===== config.mk =====
export PLATFORM = sky130hd
export DESIGN_NAME = ifetch_unit
export DESIGN_NICKNAME = d
export VERILOG_FILES = /design/src/rtl/ifetch_unit.sv
export SDC_FILE = /design/constraint.sdc
export NUM_CORES = 1
export LEC_CHECK = 0
export CAP_MARGIN = 10
export CORE_ASPECT_RATIO = 0.6
export CORE_MARGIN = 2
export CORE_UTILIZATION = 52
export CTS_CLUSTER_SIZE = 16
export DETAILED_ROUTE_END_ITERATION = 12
export PLACE_DENSITY_LB_ADDON = 0.12
export SYNTH_ARGS = -nofsm -noshare
export SYNTH_HDL_FRONTEND = slang
export SYNTH_SLANG_ARGS = --single-unit

===== constraint.sdc =====
create_clock -name clk -period 3.5 [get_ports clk]
set_input_delay 0.525 -clock clk [delete_from_list [all_inputs] [get_ports clk]]
set_output_delay 0.525 -clock clk [all_outputs]
set_load 0.005 [all_outputs]

===== src/rtl/ifetch_unit.sv =====
// rtl/ifetch_unit.sv - instruction fetch stage: PC, ROM address, {pc, instr} output buffer
// Optional halt/halted ports are built in when IFETCH_HALT_EN is defined.
module ifetch_unit #(
  parameter int ADDR_W   = 10,
  parameter int DATA_W   = 32,
  parameter int RESET_PC = 0,
  parameter int DEPTH    = 2
) (
  input  logic              clk,
  input  logic              reset,
  output logic [ADDR_W-1:0] rom_address,
  input  logic [DATA_W-1:0] rom_dout,
  input  logic              redirect_valid,
  input  logic [ADDR_W-1:0] redirect_pc,
`ifdef IFETCH_HALT_EN
  input  logic              halt,
  output logic              halted,
`endif
  output logic              instr_valid,
  input  logic              instr_ready,
  output logic [DATA_W-1:0] instr,
  output logic [ADDR_W-1:0] instr_pc
);

  localparam int CW = $clog2(DEPTH + 1);
  localparam int PW = $clog2(DEPTH);

  logic [ADDR_W-1:0] pc;
  logic              inflight;
  logic [ADDR_W-1:0] inflight_pc;
  logic [CW-1:0]     count;
  logic [PW-1:0]     wr_ptr;
  logic [PW-1:0]     rd_ptr;
  logic [ADDR_W-1:0] mem_pc    [DEPTH];
  logic [DATA_W-1:0] mem_instr [DEPTH];

  logic          pop;
  logic          push;
  logic          fetch_en;
  logic          issue;
  logic [CW:0]   occ_after;
  logic [PW-1:0] wr_ptr_nxt;
  logic [PW-1:0] rd_ptr_nxt;

`ifdef IFETCH_HALT_EN
  assign fetch_en = ~halt;
  assign halted   = halt & ~inflight & (count == '0);
`else
  assign fetch_en = 1'b1;
`endif

  assign instr_valid = (count != '0);
  assign instr       = mem_instr[rd_ptr];
  assign instr_pc    = mem_pc[rd_ptr];
  assign pop         = instr_valid & instr_ready;
  assign push        = inflight;

  // Slots committed after this cycle: buffered + in flight - leaving now.
  assign occ_after = {1'b0, count} + (CW+1)'(inflight) - (CW+1)'(pop);
  assign issue     = fetch_en & (occ_after < (CW+1)'(DEPTH));

  assign rom_address = redirect_valid ? redirect_pc : pc;

  assign wr_ptr_nxt = (wr_ptr == PW'(DEPTH - 1)) ? '0 : wr_ptr + PW'(1);
  assign rd_ptr_nxt = (rd_ptr == PW'(DEPTH - 1)) ? '0 : rd_ptr + PW'(1);

  always_ff @(posedge clk) begin
    if (reset) begin
      pc          <= ADDR_W'(RESET_PC);
      inflight    <= 1'b0;
      inflight_pc <= '0;
      count       <= '0;
      wr_ptr      <= '0;
      rd_ptr      <= '0;
      for (int i = 0; i < DEPTH; i++) begin
        mem_pc[i]    <= '0;
        mem_instr[i] <= '0;
      end
    end else if (redirect_valid) begin
      // Flush buffer and drop the in-flight word; a coincident pop is void.
      count  <= '0;
      wr_ptr <= '0;
      rd_ptr <= '0;
      if (fetch_en) begin
        inflight    <= 1'b1;
        inflight_pc <= redirect_pc;
        pc          <= redirect_pc + ADDR_W'(1);
      end else begin
        inflight <= 1'b0;
        pc       <= redirect_pc;
      end
    end else begin
      if (issue) begin
        inflight    <= 1'b1;
        inflight_pc <= pc;
        pc          <= pc + ADDR_W'(1);
      end else begin
        inflight <= 1'b0;
      end
      if (push) begin
        mem_pc[wr_ptr]    <= inflight_pc;
        mem_instr[wr_ptr] <= rom_dout;
        wr_ptr            <= wr_ptr_nxt;
      end
      if (pop) begin
        rd_ptr <= rd_ptr_nxt;
      end
      if (push && !pop) begin
        count <= count + CW'(1);
      end else if (pop && !push) begin
        count <= count - CW'(1);
      end
    end
  end

endmodule


==> impl_metrics.tcl, run 1 <==
set metrics [dict create \
    postCtsSetupRepairBufs 0 \
    die_h_um 80.0 \
    start_util 0.541 \
    drive_gt1_frac 0.171 \
    place_congestion 0.807 \
    clock_skew_ns 0.00747 \
    finalMaxSlewViolations 0 \
    rsz0062_at_grt "no" \
    grt_max_degree 43 \
    placed_cells 599 \
    wl_per_cell_um 16.4 \
    worstPathArrival_ns 2.28 \
    post_cts_resized 0 \
    track_usage 0.202 \
    vias_per_cell 5.21 \
    clock_path_buffers 2 \
    irDropWorstVdd_uv 265 \
    dr.pass1.iters 6 \
    p_leak_nw 2.47 \
    post-route-min-period_ns 2.80 \
    rows 27 \
    finalSetupViolations 0 \
    cts_hold_buf 0 \
    io_pins 99 \
    hold_violations 0 \
    synth-edff-count 84 \
    clk_pin_slew_worst_paths_ns 0.06 \
    worst-setup-path-type "input port to output port" \
    numCtsBuffers 9 \
    fin_crit_sh 0.801 \
    async_flop_share 0 \
    dieArea_um2 10500 \
    synth_cells 382 \
    finalWirelength_um 10100 \
    cts_tree "yes" \
    max-cap-violations 0 \
    grt_first_pass_wirelength_um 15600 \
    cts_sinks 110 \
    crit_fanout 16 \
    crit_required_ns 2.97 \
    hpwl_um 6800 \
    ys_warn_count 0 \
    synth.avg_cell_area_um2 13.1 \
    worstMarginPinSlew_ns 1.06 \
    drtAntennaViolNets 0 \
    instances_no_fill 615 \
    synth_nets 432 \
    ys_types 46 \
    root_buffer "clkbuf_16" \
    synth-seq-area-share 0.607 \
    p_total_mw 3.23 \
    worstSetupEndpointType "output port" \
    htreeDepth 3 \
    power_density_nw_per_um2 502 \
    hold_class "flop to flop" \
    fin_setup_tns_ns 0 \
    drtIter0Drc 243 \
    final_nets 530 \
    clock_latency_ns 0.34 \
    diodes 0 \
    area_delta_synth_final_pct 28.5 \
    synth_flop_cell "edfxtp_1" \
    core_area_um2 9260 \
    slew-limit-headroom 0.293 \
    netlist_area_um2 5010 \
    first_global_vias 3127 \
    grt.overflow.total 0 \
    ys_ff_latch 110 \
    fmax_mhz 357 \
    status "complete, no violations" \
    antenna_found_initial 0 \
    vias 3207 \
    io_buffers 98 \
    drc 0 \
    die_w_um 131 \
    start_kind "input port" \
]
-- where the power goes --
| part | switching (mW) | internal (mW) |
|---|---|---|
| Sequential | 0.0776 | 1.54 |
| Clock | 0.429 | 0.544 |
| Combinational | 0.294 | 0.350 |
| Total | 0.801 | 2.43 |
-- cell usage after synthesis, types with 2 or more instances --
cell | instances | area, µm²
a211oi_1 | 4 | 30.0
a21o_1 | 2 | 15.0
a21oi_1 | 5 | 25.0
and2_1 | 84 | 526
buf_2 | 4 | 20.0
buf_6 | 2 | 22.5
clkbuf_1 | 16 | 60.1
dfxtp_1 | 26 | 521
edfxtp_1 | 84 | 2520
ha_1 | 3 | 37.5
inv_1 | 9 | 33.8
mux2_2 | 50 | 563
mux2i_1 | 2 | 20.0
nand2_1 | 13 | 48.8
nand3_1 | 7 | 35.0
nand4_1 | 2 | 12.5
nor2_1 | 17 | 63.8
nor3_1 | 12 | 60.1
o211a_1 | 2 | 20.0
or2_2 | 3 | 18.8
xnor2_1 | 7 | 61.3
xor2_1 | 4 | 35.0
-- sequential cells by signal, summed over array words and instances (netlist names), named ones only --
name,cells
mem_instr,64
mem_pc,20
wr_ptr,1
inflight,1
rd_ptr,1
inflight_pc,10
pc,10
count,2
-- layer usage --
metal / vias to the layer above / routed length [µm] / track usage
met5: - / 0 / 0
met1: 1551 / 4690 / 0.278
met3: 8 / 728 / 0.0590
met2: 93 / 4620 / 0.316
li1: 1555 / - / -
met4: 0 / 76 / 0.0511
-- through the flow --
| step | cell area, µm² | setup slack, ns | util | hold WS (ns) |
|---|---|---|---|---|
| after CTS | 6440 | 0.692 | 0.695 | 0.478 |
| after floorplan | 5010 | 0.988 | - | 0.436 |
| after global routing | 6440 | 0.548 | 0.695 | 0.505 |
| after global placement | 6150 | 0.535 | 0.664 | 0.459 |
| after detailed placement | 6150 | 0.476 | 0.664 | 0.464 |
| final | 6440 | 0.698 | 0.695 | 0.477 |
-- kinds of logic after synthesis --
group,count (synthesis),share of synthesized area
AOI/OAI and AO/OA,23,0.0337
xor gates and xnor gates,11,0.0192
adders and majority gates,4,0.0115
buffers and inverters,32,0.0280
DFF,110,0.607
muxes,52,0.116
and+or+nand+nor,150,0.184
-- cell type report --
type / count / area (µm²)
Sequential cell: 110 / 3040
Inverter: 10 / 37.5
Fill cell: 690 / 2820
Clock inverter: 3 / 17.5
Timing Repair Buffer: 109 / 1080
Multi-Input combinational cell: 240 / 1830
Tap cell: 130 / 163
Clock buffer: 13 / 272
-- final timing paths --
path / start / to / slack [ns] / cells after the start
setup / recovery: redirect_valid / rom_address[4] / 0.70 / 5
hold / removal: pc[1] / pc[1] / 0.48 / 2
setup reg to reg: count[0] / pc[8] / 0.73 / 10
hold reg to reg: pc[1] / pc[1] / 0.48 / 2
-- cells in the final DEF, fill, tap and decap left out, drive strengths merged, types with 4 or more instances in the layout --
cell type / instances
edfxtp: 84
a211oi: 4
xor2: 4
and2: 84
clkbuf: 13
a21oi: 5
inv: 9
nand3: 7
nor3: 12
xnor2: 7
nor2: 17
clkdlybuf4s50: 98
mux2: 50
buf: 11
nand2: 13
dfxtp: 26
-- worst max-delay path, stage by stage --
cell and delay [ns]:
clkdlybuf4s50_1 0.55, buf_4 0.26, mux2i_1 0.42, inv_1 0.07, clkdlybuf4s50_1 0.45
No activity file was read; power rests on OpenSTA's default activity.
==> run 2, diff against run 1 <==
--- a/config.mk
+++ b/config.mk
@@ -8,7 +8,7 @@
 export CAP_MARGIN = 10
 export CORE_ASPECT_RATIO = 0.6
 export CORE_MARGIN = 2
-export CORE_UTILIZATION = 52
+export CORE_UTILIZATION = 47
 export CTS_CLUSTER_SIZE = 16
 export DETAILED_ROUTE_END_ITERATION = 12
 export PLACE_DENSITY_LB_ADDON = 0.12
==> constraint.sdc (replaced) <==
create_clock -name clk -period 2.3 [get_ports clk]
set_input_delay 0.345 -clock clk [delete_from_list [all_inputs] [get_ports clk]]
set_output_delay 0.345 -clock clk [all_outputs]
set_load 0.005 [all_outputs]
==> impl_metrics.tcl, run 2 (synthesized netlist as in run 1, its figures left out) <==
set metrics [dict create \
    clk_pin_slew_worst_paths_ns 0.07 \
    whs_endpoint "inflight_pc[1]" \
    track_usage 0.186 \
    ff2ff_path_depth 10 \
    grt.overflow.total 0 \
    cts_sinks 110 \
    finalWirelength_um 10400 \
    rows 29 \
    grt_first_pass_wirelength_um 16100 \
    place_congestion 0.807 \
    hold_violations 0 \
    io_buffers 98 \
    start_util 0.478 \
    vias 3317 \
    diodes 0 \
    instances_no_fill 658 \
    htreeDepth 3 \
    worstPathArrival_ns 2.63 \
    status "finished, violations left" \
    p_leak_nw 2.69 \
    core_area_um2 10500 \
    largest_reg_flops 64 \
    cts_hold_buf 0 \
    antenna_found_initial 0 \
    grt_max_degree 43 \
    placed_cells 637 \
    dr.pass1.iters 4 \
    numCtsBuffers 9 \
    regMostFlops "mem_instr" \
    rsz0062_at_grt "yes" \
    r2r-start "count[1]" \
    start_kind "flop" \
    min_from "inflight_pc[1]" \
    crit_required_ns 2.55 \
    vias_per_cell 5.04 \
    worstMarginPinSlew_ns 0.404 \
    r2r_setup_slack_ns -0.09 \
    power_density_nw_per_um2 773 \
    hold_path_depth 2 \
    finalMaxSlewViolations 0 \
    slew-limit-headroom 0.731 \
    die_h_um 84.0 \
    finalSetupViolations 4 \
    wl_per_cell_um 15.8 \
    max-cap-violations 0 \
    final_common_cell "clkdlybuf4s50_1" \
    irDropWorstVdd_uv 466 \
    reg2reg_to "pc[8]" \
    final_cell_mix "clkdlybuf4s50_1 (97), and2_1 (84), edfxtp_1 (84)" \
    fmax_mhz 419 \
    violations "setup timing" \
    final_nets 564 \
    biggestRegsByFlops "mem_instr x64, mem_pc x20" \
    worst-setup-path-type "flop to flop" \
    clock_latency_ns 0.34 \
    die_w_um 137 \
    hold_class "flop to flop" \
    clock_path_buffers 2 \
    worstSetupEndpointType "flop" \
    crit_fanout 6 \
    root_buffer "clkbuf_16" \
    p_total_mw 5.35 \
    fin_hold_ws_ns 0.475 \
    clock_skew_ns 0.00592 \
    dp_slack_ns -0.335 \
    fin_crit_sh 1.04 \
    hpwl_um 6850 \
    drc 0 \
    post-route-min-period_ns 2.39 \
    area_delta_synth_final_pct 37.9 \
    drtAntennaViolNets 0 \
    drive_gt1_frac 0.256 \
    io_pins 99 \
    fin_ws_ns -0.0851 \
    dieArea_um2 11500 \
    first_global_vias 3245 \
    cts_tree "yes" \
    drtIter0Drc 174 \
]
## run 2: cell type report
class / instances / area, µm²
flip-flops and latches: 110 / 3050
clock buffers: 10 / 229
multi-input cells: 240 / 1940
fillers: 793 / 3570
inverters: 10 / 40.0
repair buffers: 143 / 1410
well taps: 139 / 174
clock inverters: 6 / 76.3
## run 2: stage by stage
step            util  TNS, ns  area (µm²)
2_1_floorplan      -        0        5060
3_3_place_gp   0.617    -4.32        6460
3_5_place_dp   0.617    -4.78        6460
4_1_cts        0.649   -0.412        6810
6_report       0.659   -0.168        6910
5_1_grt        0.659    -1.51        6910
## run 2: critical path, stage by stage (launching register included)
cell and delay, ns:
dfxtp_4 0.34, or2_4 0.25, nand2_4 0.07, inv_4 0.04, ha_4 0.26, nor2b_4 0.04
fa_2 0.39, xor2_4 0.21, a21oi_4 0.12, or4b_1 0.48, o311ai_1 0.09
## run 2: per-layer routing
| layer | vias up | track usage | routed length (µm) |
|---|---|---|---|
| li1 | 1630 | - | - |
| met1 | 1596 | 0.260 | 5030 |
| met2 | 84 | 0.276 | 4610 |
| met3 | 7 | 0.0601 | 671 |
| met4 | 0 | 0.0544 | 72 |
| met5 | - | 0 | 0 |
## run 2: worst max path at each step
| stage | start | end | slack [ns] | cells past startpoint |
|---|---|---|---|---|
| 2_1_floorplan | count[1] | pc[8] | 0.005 | 10 |
| 3_3_place_gp | instr_ready | pc[8] | -0.29 | 10 |
| 3_5_place_dp | instr_ready | pc[8] | -0.33 | 10 |
| 4_1_cts | count[1] | pc[8] | -0.09 | 10 |
| 5_1_grt | count[1] | pc[8] | -0.16 | 10 |
| 6_report | count[1] | pc[8] | -0.09 | 10 |
## run 2: what timing repair did
action | in CTS | in global routing
cloned | 1 | 1
setup endpoints to repair | 18 | 19
gates resized for setup | 8 | 12
setup buffers | 0 | 3
pin swaps | 5 | 1
## run 2: power breakdown
| group | switching, mW | internal [mW] | total, mW |
|---|---|---|---|
| clock network | 0.652 | 0.942 | 1.59 |
| logic | 0.557 | 0.752 | 1.31 |
| registers | 0.104 | 2.34 | 2.44 |
